## src/rtl/booth_seq_multiplier_if.sv

```systemverilog
// Start/busy/done handshake and operand/result bus for the sequential Booth multiplier.
// Handshake: the requester raises start with a/b valid; the multiplier accepts it
// on a rising edge while it is not busy (IDLE or DONE). busy is high for every
// CALC cycle, done pulses for exactly one cycle when product is valid, and product
// then holds until the edge that completes the next accepted operation.
interface booth_seq_multiplier_if #(
    parameter int WIDTH = 8
);
    logic                 start;
    logic [WIDTH-1:0]     a;
    logic [WIDTH-1:0]     b;
    logic                 busy;
    logic                 done;
    logic [2*WIDTH-1:0]   product;

    modport master (
        output start, a, b,
        input  busy, done, product
    );

    modport slave (
        input  start, a, b,
        output busy, done, product
    );
endinterface

```

## src/rtl/booth_seq_multiplier.sv

```systemverilog
// Sequential radix-4 Booth multiplier: retires one Booth digit per clock into a
// 2*WIDTH accumulator. The multiplicand register is shifted left by two each
// cycle so the selected partial product is already aligned to digit cnt, and the
// multiplier register is shifted right by two so its low three bits are always
// the current Booth triplet.
module booth_seq_multiplier #(
    parameter int WIDTH  = 8,
    parameter bit SIGNED = 1'b1
) (
    input  logic                clk,
    input  logic                rst,
    booth_seq_multiplier_if.slave bus,
    output logic [1:0]          o_state
);
    // Unsigned operands need one extra digit to cover the zero-extended top bits.
    localparam int N  = SIGNED ? (WIDTH / 2) : (WIDTH / 2 + 1);
    localparam int PW = 2 * WIDTH;
    localparam int CW = $clog2(N + 1);

    typedef enum logic [1:0] {
        S_IDLE = 2'd0,
        S_CALC = 2'd1,
        S_DONE = 2'd2
    } state_t;

    state_t             r_state;
    state_t             w_next;
    logic               w_busy;
    logic               w_done;
    logic               w_accept;
    logic               w_last;

    logic [PW-1:0]      r_a;
    logic [WIDTH+2:0]   r_b;
    logic [PW-1:0]      r_acc;
    logic [CW-1:0]      r_cnt;
    logic [PW-1:0]      r_product;

    logic [PW-1:0]      w_a_ext;
    logic [1:0]         w_b_ext;
    logic [PW-1:0]      w_pp;
    logic [PW-1:0]      w_sum;

    assign w_accept = bus.start && ((r_state == S_IDLE) || (r_state == S_DONE));
    assign w_last   = (r_cnt == CW'(N - 1));
    assign w_sum    = r_acc + w_pp;

    // Operand extension applied at capture time.
    always_comb begin
        w_a_ext = {{WIDTH{1'b0}}, bus.a};
        w_b_ext = 2'b00;
        if (SIGNED) begin
            w_a_ext = {{WIDTH{bus.a[WIDTH-1]}}, bus.a};
            w_b_ext = {2{bus.b[WIDTH-1]}};
        end
    end

    // Booth digit decode of the current triplet into an aligned partial product.
    always_comb begin
        w_pp = '0;
        case (r_b[2:0])
            3'b001, 3'b010: w_pp = r_a;
            3'b011:         w_pp = r_a << 1;
            3'b100:         w_pp = PW'(0) - (r_a << 1);
            3'b101, 3'b110: w_pp = PW'(0) - r_a;
            default:        w_pp = '0;
        endcase
    end

    // State register.
    always_ff @(posedge clk) begin
        if (rst) begin
            r_state <= S_IDLE;
        end else begin
            r_state <= w_next;
        end
    end

    // Next-state and handshake outputs; DONE re-accepts start for back-to-back use.
    always_comb begin
        w_next = r_state;
        w_busy = 1'b0;
        w_done = 1'b0;
        case (r_state)
            S_IDLE: begin
                if (w_accept) w_next = S_CALC;
            end
            S_CALC: begin
                w_busy = 1'b1;
                if (w_last) w_next = S_DONE;
            end
            S_DONE: begin
                w_done = 1'b1;
                w_next = w_accept ? S_CALC : S_IDLE;
            end
            default: w_next = S_IDLE;
        endcase
    end

    // Datapath: capture operands, accumulate one digit per cycle, publish on the last.
    always_ff @(posedge clk) begin
        if (rst) begin
            r_a       <= '0;
            r_b       <= '0;
            r_acc     <= '0;
            r_cnt     <= '0;
            r_product <= '0;
        end else if (w_accept) begin
            r_a   <= w_a_ext;
            r_b   <= {w_b_ext, bus.b, 1'b0};
            r_acc <= '0;
            r_cnt <= '0;
        end else if (r_state == S_CALC) begin
            r_acc <= w_sum;
            r_a   <= r_a << 2;
            r_b   <= r_b >> 2;
            r_cnt <= r_cnt + CW'(1);
            if (w_last) r_product <= w_sum;
        end
    end

    assign bus.busy    = w_busy;
    assign bus.done    = w_done;
    assign bus.product = r_product;
    assign o_state     = r_state;
endmodule

```

## src/flat_wrapper.sv

```systemverilog
// flat-port wrapper written by rule: the top's interface ports become plain ports
module booth_seq_multiplier_flat 
#(
    parameter int WIDTH  = 8,
    parameter bit SIGNED = 1'b1
)
  (clk, rst, o_state, bus_start, bus_a, bus_b, bus_busy, bus_done, bus_product);
  booth_seq_multiplier_if #(.WIDTH(WIDTH)) bus_i ();
  input  logic clk;
  input  logic rst;
  output logic [1:0] o_state;
  input wire logic [$bits(bus_i.start)-1:0] bus_start;
  input wire logic [$bits(bus_i.a)-1:0] bus_a;
  input wire logic [$bits(bus_i.b)-1:0] bus_b;
  output wire logic [$bits(bus_i.busy)-1:0] bus_busy;
  output wire logic [$bits(bus_i.done)-1:0] bus_done;
  output wire logic [$bits(bus_i.product)-1:0] bus_product;
  assign bus_i.start = bus_start;
  assign bus_i.a = bus_a;
  assign bus_i.b = bus_b;
  assign bus_busy = bus_i.busy;
  assign bus_done = bus_i.done;
  assign bus_product = bus_i.product;
  booth_seq_multiplier #(.WIDTH(WIDTH), .SIGNED(SIGNED)) u_core (.clk(clk), .rst(rst), .bus(bus_i), .o_state(o_state));
endmodule
```

## config.mk

```make
export PLATFORM = sky130hd
export DESIGN_NAME = booth_seq_multiplier_flat
export DESIGN_NICKNAME = d
export VERILOG_FILES = /design/src/rtl/booth_seq_multiplier_if.sv /design/src/rtl/booth_seq_multiplier.sv /design/src/flat_wrapper.sv
export SDC_FILE = /design/constraint.sdc
export NUM_CORES = 1
export LEC_CHECK = 0
export BUFFER_PORTS_ARGS = -buffer_cell sky130_fd_sc_hd__buf_2
export CAP_MARGIN = 40
export CELL_PAD_IN_SITES_DETAIL_PLACEMENT = 1
export CELL_PAD_IN_SITES_GLOBAL_PLACEMENT = 2
export CORE_MARGIN = 1
export CORE_UTILIZATION = 35
export CTS_CLUSTER_SIZE = 10
export DETAILED_ROUTE_END_ITERATION = 8
export PLACE_DENSITY = 0.84
export SKIP_CTS_REPAIR_TIMING = 1
export SYNTH_ARGS = -nofsm -noshare
export SYNTH_HDL_FRONTEND = slang
export SYNTH_SLANG_ARGS = --single-unit
```

## constraint.sdc

```tcl
create_clock -name clk -period 4.6 [get_ports clk]
set_input_delay 0 -clock clk [delete_from_list [all_inputs] [get_ports clk]]
set_output_delay 0 -clock clk [all_outputs]
set_load 0.02 [all_outputs]
```

==> impl_metrics.ini <==
[status]
outcome = finished with violations
violations = hold timing

[drt]
drtAntennaViolNets = 0
drt-total-wl_mm = 12.0
via_per_inst = 5.62
wl_per_cell_um = 17.3
drt_first_pass_iters = 4
drcViolationCount = 0
via_count = 3895
drtIter0Drc = 191

[pwr]
internal_power_mw = 0.993
pwr-share-comb = 0.206
p_sw_frac = 0.309
p_leak_nw = 1.86
power_frac_seq = 0.420
powerDensity_nw_per_um2 = 316
p_clk_frac = 0.373
p_switching_mw = 0.444
total_power_mw = 1.44
ir_drop_mv = 0.156

[global_routing]
grt_max_degree = 47
grt_pass1_vias = 3743
grt_first_pass_wirelength_mm = 19.3
antenna_found_initial = 0
grt_overflow = 0
grt_usage = 0.214

[logic_synthesis]
async_flop_share = 0
syn-num-nets = 555
ys_seq_area_frac = 0.322
synth.area.top_cells = dfxtp_1, nand2_1, a21oi_1
avgSynthCellArea_um2 = 7.58
ys_ff_latch = 63
netlist_area_um2 = 3920
yosysTopAreaCell = dfxtp_1
synth_edf_count = 0
ys_warn_count = 0
synth_cells = 517
synth_cell_types = 54
post-synth-top-count-cell = nand2_1
synth_top_area_frac = 0.322
ys_top_cells_by_count = nand2_1, dfxtp_1, a21oi_1
synth_ff_type = dfxtp_1

[worst_setup_path]
r2r_setup_slack_ps = 430
cpMostUsedCell = a211oi_1
crit_family = compound AO/OA/AOI/OAI gates
worstSetupPathType = flip-flop to flip-flop
r2r_cells = 14
critPathLaunch = u_core.r_b[1]
cp-end-kind = flip-flop
cp_cell_sequence = clkinv_1 > nand2_1 > nor2_1 > a21o_1 > a22oi_1 > o21ai_0 > ha_1 > o21a_1 > a211oi_1 > nor4_1 > a211o_1 > o22ai_1 > xnor3_1 > a211oi_1
arrival_ps = 4410
max_stage_delay_ps = 800
cp.depth = 14
startpoint_type = flip-flop
cp_data_required_time_ps = 4850
endpoint = u_core.bus.product[15]
worst-path-max-fanout = 17
critical_path_buf_inv_count = 1
r2r_start = u_core.r_b[1]
slowest_stage = dfxtp_1
reg2reg_to = u_core.bus.product[15]

[timing]
fin_crit_ps = 4170
hold_violations = 1
slew_headroom = 0.419
max_freq_ghz = 0.240
min_period_over_period = 0.906
setup_viol = 0
rsz0062_at_grt = false
drv_slew = 0
worst_slack_ps = 434
whs_ps = -28.0
skew_ps = 6.74
setup_tns_ps = 0
tightest_slew_ps = 871

[layout]
diodes = 0
syn_to_final_growth_pct = 16.0
layout.nets = 587
utilization = 0.418
final_cells = 693
drive_above_1_share = 0.127
stdcell_area_um2 = 4550

[die]
die_h_um = 108
die_w_um = 108
core_um2 = 10900
start_util = 0.360
dieArea_um2 = 11600
pin_count = 39
num_rows = 38

[place]
dp_cells = 665
port_buffers = 38
dp_hpwl_mm = 8.45
pre_cts_ws_ps = 475
place_area_um2 = 4200
place_congestion = 0.884

[clock_tree]
htree_levels = 3
clockBufferDepth = 2
cts_made_buffers = 9
clk_latency_ps = 350
cts_root_buffer = clkbuf_8
cts.sinks = 63
clk_pin_slew_ps = 70
cts_tree = built

[job]
cap_viol_max_count = 0

[min_path]
worstHoldPathType = input pin to flip-flop
whs_path_depth = 3
sequential cells by signal, indices dropped and copies added, names as in the netlist:
register	flops
u_core.r_acc	16
u_core.r_b	10
u_core.r_cnt	3
u_core.o_state	2
u_core.r_a	16
u_core.bus.product	16
cell usage in the layout, fill, tap and decap left out, types with 4 or more instances in the layout:
cell type,count
dfxtp_1,63
a31oi_1,6
nand2_1,89
nand3_1,8
inv_1,10
o21ai_0,23
a211o_1,4
xor2_1,8
and2_1,4
buf_4,8
a21o_1,8
nor3_1,18
nor2b_1,5
a311oi_1,4
xnor2_1,18
ha_1,18
a21oi_1,53
o22ai_1,6
a211oi_1,7
or3_1,5
buf_2,38
nor2_1,49
nand2b_1,4
clkbuf_8,13
a22oi_1,14
dlygate4sd3_1,13
a221oi_1,10
routing by layer:
metal,GRT usage,wire length (um),vias to the layer above
li1,-,-,1906
met2,0.340,5720,67
met4,0.0900,301,0
met5,0,0,-
met1,0.280,5590,1908
met3,0.0442,391,14
cell type report:
cell class / count / area [um2]
fillers: 1335 / 6340
multi-input cells: 403 / 2450
flip-flops and latches: 63 / 1260
repair buffers: 61 / 407
clock buffers: 13 / 179
well taps: 140 / 175
inverters: 11 / 41.3
clock inverters: 2 / 37.5
worst min-delay path by stage:
stage          startpoint            end  slack, ps
3_5_place_dp     bus_b[5]  u_core.r_b[6]        290
3_3_place_gp     bus_b[7]  u_core.r_b[9]        270
4_1_cts          bus_b[6]  u_core.r_b[7]        -90
2_1_floorplan    bus_b[7]  u_core.r_b[9]        160
6_report         bus_a[2]  u_core.r_a[2]        -30
5_1_grt          bus_a[3]  u_core.r_a[3]         10
kinds of logic (layout without fill, tap and decap cells):
family / count (synthesis) / in the layout / share of synthesized area
and+or+nand+nor: 199 / 199 / 0.229
DFF: 63 / 63 / 0.322
muxes: 4 / 4 / 0.0137
AOI/OAI and AO/OA: 154 / 154 / 0.255
buffers and inverters: 51 / 87 / 0.0539
xor gates and xnor gates: 27 / 27 / 0.0638
adders and majority gates: 19 / 19 / 0.0626
power groups by stage:
stage                     logic [mW]  registers (mW)  clock network, mW
after floorplan                0.231           0.592                  0
after global placement         0.275           0.614                  0
after detailed placement       0.287           0.616                  0
after CTS                      0.289           0.604              0.556
after global routing           0.328           0.608              0.574
final                          0.297           0.604              0.537
worst register-to-register path: stages, from the launching register on:
cell and delay (ps):
dfxtp_1 800, clkinv_1 210, nand2_1 350, nor2_1 200
a21o_1 220, a22oi_1 170, o21ai_0 120, ha_1 320
o21a_1 150, a211oi_1 410, nor4_1 100, a211o_1 340
o22ai_1 180, xnor3_1 280, a211oi_1 230
Note: power is estimated with default switching activity, not from simulation.
